File: config.mk
export PLATFORM = sky130hd
export DESIGN_NAME = disp_mux
export DESIGN_NICKNAME = d
export VERILOG_FILES = /design/src/rtl/disp_mux_pkg.sv /design/src/rtl/disp_mux.sv
export SDC_FILE = /design/constraint.sdc
export NUM_CORES = 1
export LEC_CHECK = 0
export CAP_MARGIN = 10
export CORE_UTILIZATION = 46
export CTS_BUF_LIST = sky130_fd_sc_hd__clkbuf_8 sky130_fd_sc_hd__clkbuf_16
export DETAILED_ROUTE_END_ITERATION = 10
export PLACE_DENSITY = 0.77
export REMOVE_ABC_BUFFERS = 1
export SKIP_LAST_GASP = 1
export SYNTH_ARGS = -nofsm -noshare
export SYNTH_HDL_FRONTEND = slang
export SYNTH_SLANG_ARGS = --single-unit
File: constraint.sdc
create_clock -name clk -period 1.9 [get_ports clk]
set_input_delay 0.38 -clock clk [delete_from_list [all_inputs] [get_ports clk]]
set_output_delay 0.38 -clock clk [all_outputs]
set_load 0.005 [all_outputs]
File: src/rtl/disp_mux_pkg.sv
// Shared types and constants for the two-digit seven-segment multiplexer.
// Anode enables are active-low, so "off" is all ones.
package disp_mux_pkg;

    typedef enum logic [1:0] {
        BLANK0,
        SHOW0,
        BLANK1,
        SHOW1
    } disp_state_t;

    localparam logic [1:0] AN_OFF = 2'b11;
    localparam logic [1:0] AN_D0  = 2'b10;
    localparam logic [1:0] AN_D1  = 2'b01;

    // Anode pattern is a pure function of the state, so it can never glitch to 2'b00.
    function automatic logic [1:0] an_decode(input disp_state_t st);
        logic [1:0] r;
        r = AN_OFF;
        case (st)
            SHOW0:   r = AN_D0;
            SHOW1:   r = AN_D1;
            default: r = AN_OFF;
        endcase
        return r;
    endfunction

endpackage

File: src/rtl/disp_mux.sv
// Two-digit display multiplexer: BLANK0 -> SHOW0 -> BLANK1 -> SHOW1, with a
// blanking gap before each digit so the decoder output settles before its anode turns on.
module disp_mux
    import disp_mux_pkg::*;
#(
    parameter int REFRESH_DIV  = 50000,
    parameter int BLANK_CYCLES = 500
) (
    input  logic        clk,
    input  logic        reset,
    input  logic        en,
    input  logic [3:0]  digit0,
    input  logic [3:0]  digit1,
    output logic [3:0]  s,
    output logic [1:0]  an,
    output logic        frame_tick,
    output disp_state_t state
);

    localparam int CW = (REFRESH_DIV > 1) ? $clog2(REFRESH_DIV) : 1;
    localparam logic [CW-1:0] BLANK_LAST = CW'(BLANK_CYCLES - 1);
    localparam logic [CW-1:0] SHOW_LAST  = CW'(REFRESH_DIV - BLANK_CYCLES - 1);

    logic [CW-1:0] cnt;
    logic          last;

    always_comb begin
        last = 1'b0;
        case (state)
            BLANK0, BLANK1: last = (cnt == BLANK_LAST);
            default:        last = (cnt == SHOW_LAST);
        endcase
    end

    always_ff @(posedge clk) begin
        if (!reset) begin
            state <= BLANK0;
            cnt   <= '0;
            s     <= 4'h0;
        end else begin
            // Loading on every blank edge means the shown value is the one sampled on the final blank edge.
            if (state == BLANK0)
                s <= digit0;
            else if (state == BLANK1)
                s <= digit1;

            if (!en) begin
                state <= BLANK0;
                cnt   <= '0;
            end else if (last) begin
                cnt <= '0;
                case (state)
                    BLANK0:  state <= SHOW0;
                    SHOW0:   state <= BLANK1;
                    BLANK1:  state <= SHOW1;
                    default: state <= BLANK0;
                endcase
            end else begin
                cnt <= cnt + CW'(1);
            end
        end
    end

    assign an         = an_decode(state);
    assign frame_tick = (state == SHOW1) && (cnt == SHOW_LAST);

endmodule

==> After elaboration in Yosys (flattened, before gate mapping) <==
Index checks and enable logic that the tools add are counted.
{ "word_totals": {"ff_bits": 22, "in_bits": 11, "out_inout_bits": 9, "wordCells": 22} }
{ "classes": {"n_addsub": 1, "n_eq_ne": 5, "muxes": 5, "bitwise_logic": 2, "reduce_logical": 6} }
{ "op_table": {"columns": ["cell", "n"], "rows": [
  ["16-bit by 1-bit adder with 16-bit output, second input constant", 1],
  ["16-bit == test, second input constant", 1],
  ["16-bit by 9-bit == test with 1-bit output, second input constant", 1],
  ["4-bit 2-to-1 mux", 2],
  ["2-bit one-hot mux with 3 select lines", 1],
  ["2-bit == test, second input constant", 2],
  ["2-bit one-hot mux with 2 select lines", 1],
  ["3-bit OR reduction", 1],
  ["2-bit by 1-bit == test with 1-bit output, second input constant", 1],
  ["2-bit zero test", 1],
  ["1-bit inverter", 2],
  ["2-bit AND reduction", 1],
  ["2-bit nonzero test", 1],
  ["2-bit OR reduction", 1],
  ["1-bit logical AND", 1],
  ["1-bit 2-to-1 mux", 1]
]} }

==> Logic depth before layout (Yosys ltp) <==
{ "depth": {"depth_word": 4, "depth_mapped": 8, "depth_no_buf": 6} }

==> Least setup slack after synthesis <==
OpenSTA, ideal clock, no wires.
{ "synth_path": {"path_type": "register to register", "startpoint": "register state[0]", "endpoint": "register cnt[10]", "setup_ps": 132, "t_arrival_ps": 1694, "required_time_ps": 1768, "path_slack_ps": 75, "stages_incl_launch_ff": 9, "n_path_buf": 2, "synth_period_minus_slack_ps": 1825, "path_cell_list": "dfxtp_1 inv_1 ha_1 buf_2 or2_1 nand4_1 o32ai_4 buf_6 nor3_1"} }
{ "synth_via": {"elab_chain_len": 4, "elab_cells_between_ends": 5, "classes_between": "eq/ne: 1; mux: 1; reduce/logical: 3"} }
{ "synth_lines": {"columns": ["item", "line", "source"], "rows": [
  ["start: declaration", "disp_mux.sv:17", "output disp_state_t state"],
  ["start signal: assignment", "disp_mux.sv:37", "state <= BLANK0;"],
  ["start signal: assignment", "disp_mux.sv:48", "state <= BLANK0;"],
  ["start signal: assignment", "disp_mux.sv:53", "BLANK0: state <= SHOW0;"],
  ["2-bit == test / 2-bit zero test (equally long branches)", "disp_mux.sv:29", "case (state)"],
  ["2-bit OR reduction (*)", "disp_mux.sv:29", null],
  ["1-bit 2-to-1 mux (*)", "disp_mux.sv:29", null],
  ["3-bit OR reduction (no line) (*)", null, null],
  ["end signal: assignment", "disp_mux.sv:59", "cnt <= cnt + CW'(1);"],
  ["end: declaration", "disp_mux.sv:24", "logic [CW-1:0] cnt;"]
]} }
Mark *: on every way between the ends. The rest lies on a longest branch, timed or not.
A chain may end at the register's enable or synchronous reset.

==> Worst setup path after layout <==
{ "layout_path": {"startpoint": "register state[1]", "endpoint": "output port an[0]"} }
{ "layout_via": {"elab_chain_len": 2, "elab_cells_between_ends": 3, "classes_between": "eq/ne: 2; mux: 1"} }
{ "layout_lines": {"columns": ["item", "line", "source"], "rows": [
  ["2-bit == test / 2-bit by 1-bit == test with 1-bit output (equally long branches)", "disp_mux_pkg.sv:20", "case (st)"],
  ["2-bit one-hot mux with 2 select lines (*)", "disp_mux_pkg.sv:20", null],
  ["end: declaration", "disp_mux.sv:15", "output logic [1:0] an,"]
]} }
Marks and branches as above.

==> run_results.csv <==
group,metric,value,unit
outcome,outcome,"finished, final reports clean",
setup_path,crit_path_end_kind,"output pin",
setup_path,endpoint,"an[0]",
synth,synth_top_area_share,37.41,%
sta,finalCritPeriodShare,93.69,%
final_layout,layout.nets,183,
setup_path,r2r_slack,0.14,ns
synth,synth_edf_count,0,
placement,dpl_cell_area,0.001509,mm2
die,die-width,52.59,um
synth,ys_ff_latch,22,
die,fp-row-count,17,
final_layout,final_cell_mix,"buf_4 (20), dfxtp_1 (19), clkdlybuf4s50_1 (18)",
power_and_ir_drop,p_per_area,521.2,mW/mm2
clocking,clk_latency,0.26,ns
placement,pre_cts_ws,-0.06178,ns
setup_path,startpoint,"state[1]$_SDFFE_PP0P_",
sta,slew_headroom,75.14,%
clocking,htree_num_levels,1,
setup_path,crit_path_start_kind,"register",
setup_path,reg2reg_from,"state[0]$_SDFFE_PP0P_",
setup_path,r2r_cells,7,
die,num_io_pins,20,
synth,syn_inst,125,
setup_path,rr_endpoint,"cnt[5]$_SDFF_PP0_",
route,route.detailed.drc,0,
die,dieArea,0.002766,mm2
route,viasPerCell,5.376,
clocking,cts.clk_slew.worst_paths,0.07,ns
power_and_ir_drop,p_total,0.8666,mW
grt,grt_max_degree,18,
synth,synth.area.top_cells,"dfxtp_1 (37%), xor2_1 (6.0%), ha_1 (5.3%), nor3_1 (5.1%), mux2i_1 (4.3%)",
route,drt_iter0_markers,12,
final_layout,drive_above_1_share,28.31,%
sta,max_freq,561.8,MHz
route,avgRoutedWirePerCell,14.37,um
grt,grt.overflow.total,0,
final_layout,ff_latch_area,444.2,um2
clocking,numCtsBuffers,3,
synth,yosysTopAreaCell,"dfxtp_1",
sta,slew_violations,0,
power_and_ir_drop,switching_share,20.25,%
grt,antenna_found_initial,0,
sta,worst_pin_slew,0.3729,ns
final_layout,multiInputGateArea,737.0,um2
final_layout,nFillCells,165,
power_and_ir_drop,p_leak,0.6122,nW
setup_path,crit_type,"reg2out",
setup_path,required,1.52,ns
synth,synth-seq-area-share,37.41,%
sta,hold_violations,0,
setup_path,cp_data_arrival_time,1.40,ns
sta,layout_setup_ws,0.1199,ns
sta,rsz0062_at_grt,"no",
synth,synth_area_per_cell,9.419,um2
sta,period_needed,1.780,ns
grt,grt.total_usage,23.41,%
power_and_ir_drop,comb_power_share,7.1,%
placement,io_buffers,19,
die,initial_utilization,50.78,%
route,dr.pass1.iters,4,
synth,ys_types,35,
die,fp.dieH,52.59,um
clocking,cts.sinks,22,
route,totalWireLength,2.787,mm
run,cap_violations,0,
synth,synthArstFlopShare,0,%
grt,grt_pass1_vias,1078,
clocking,cts-root-buf,"clkbuf_8",
power_and_ir_drop,ir_drop,0.4557,mV
min_path,worstHoldPathType,"reg2reg",
placement,hpwlAfterDp,1.905,mm
final_layout,postLayoutCellArea,0.001663,mm2
sta,finalClockSkew,0.002637,ns
grt,grt_pass1_wl,4.657,mm
placement,gp_congestion,0.8245,
sta,whs,0.5067,ns
synth,yosysWarnings,0,
clocking,cts_hold_buf,0,
route,ant_nets,0,
die,core,0.002318,mm2
route,via_count,1043,
clocking,cts_tree,"built",
power_and_ir_drop,p_int,0.6912,mW
setup_path,crit_fanout,5,
power_and_ir_drop,power.share.sequential,54.5,%
final_layout,final_common_cell,"buf_4",
sta,setup_violations,0,
synth,synth_area,0.001177,mm2
final_layout,syn_to_final_growth,41.23,%
power_and_ir_drop,p_switching,0.1755,mW
final_layout,antenna_cells,0,
power_and_ir_drop,pwr-share-clk,38.4,%
synth,ys.flop_type,"dfxtp_1",
clocking,ctsLongestPathBuffers,2,
## synth_stat cells, types with 3 or more instances
library cell	n
dfxtp_1	22
mux2i_1	5
xor2_1	8
or3_1	3
nor2_1	3
o21ai_0	7
nand3_1	8
inv_1	6
nand4_1	4
and2_1	5
nand2_1	8
ha_1	5
nor3_1	12
## state kept, by name, summed over array words and instances (netlist names)
register	count
s	4
state	2
cnt	16
## layout make-up
type / count / share of cell area [%]
Tap cell: 28 / 2.107
Multi-Input combinational cell: 92 / 44.32
Inverter: 6 / 1.354
Sequential cell: 22 / 26.71
Clock buffer: 4 / 3.311
Timing Repair Buffer: 42 / 22.20
## through the flow
| step | setup TNS (ns) | util, % | cells |
|---|---|---|---|
| final | 0 | 71.72 | 194 |
| after global routing | 0 | 71.72 | 194 |
| after CTS | -2.324 | 69.13 | 195 |
| after detailed placement | -0.06178 | 65.08 | 186 |
| after global placement | -0.01025 | 65.08 | 186 |
| after floorplan | 0 | - | 120 |
## worst min-delay path by stage
stage / startpoint / cells past startpoint / to / slack [ns]
after floorplan: cnt[0]$_SDFF_PP0_ / 1 / cnt[0]$_SDFF_PP0_ / 0.45
after global placement: cnt[0]$_SDFF_PP0_ / 2 / cnt[0]$_SDFF_PP0_ / 0.51
after detailed placement: state[1]$_SDFFE_PP0P_ / 2 / state[1]$_SDFFE_PP0P_ / 0.53
after CTS: cnt[0]$_SDFF_PP0_ / 2 / cnt[0]$_SDFF_PP0_ / 0.52
after global routing: state[1]$_SDFFE_PP0P_ / 2 / state[1]$_SDFFE_PP0P_ / 0.54
final: state[1]$_SDFFE_PP0P_ / 2 / state[1]$_SDFFE_PP0P_ / 0.51
## repair_timing
item                       in CTS  in global routing
cloned                          0                  1
setup endpoints to repair       1                 20
buffers inserted                5                  2
pin swaps                       1                  7
gates resized for setup         3                 19
hold endpoints to repair        0                  0
## worst max-delay path: stages (launching register included)
cell and delay, ns:
dfxtp_2 0.36, inv_1 0.07, ha_1 0.18, inv_1 0.05
clkdlybuf4s50_1 0.48
## power by group through the flow
| stage | clock network (mW) | registers (mW) | logic, mW |
|---|---|---|---|
| after floorplan | 0 | 0.482 | 0.0157 |
| after global placement | 0 | 0.481 | 0.0570 |
| after detailed placement | 0 | 0.482 | 0.0579 |
| after CTS | 0.342 | 0.471 | 0.0587 |
| after global routing | 0.366 | 0.473 | 0.0686 |
| final | 0.333 | 0.472 | 0.0617 |
## metal layers
| layer | track usage (%) | part of all wire, % | vias up |
|---|---|---|---|
| met2 | 38.82 | 48 | 16 |
| met5 | 0 | 0 | - |
| li1 | - | - | 529 |
| met4 | 11.84 | 1.6 | 0 |
| met3 | 4.348 | 2.9 | 7 |
| met1 | 28.55 | 47 | 491 |
## logic make-up (layout without fill, tap and decap cells)
group                      after synthesis  count (layout)  share of synthesized area [%]
and+or+nand+nor                         57              57                          30.18
xor gates and xnor gates                10              10                          7.439
muxes                                    5               5                          4.251
buffers and inverters                   11              52                          4.994
DFF                                     22              22                          37.41
adders and majority gates                5               5                          5.313
AOI/OAI and AO/OA                       15              15                          10.41
No activity file was read; power rests on OpenSTA's default activity.
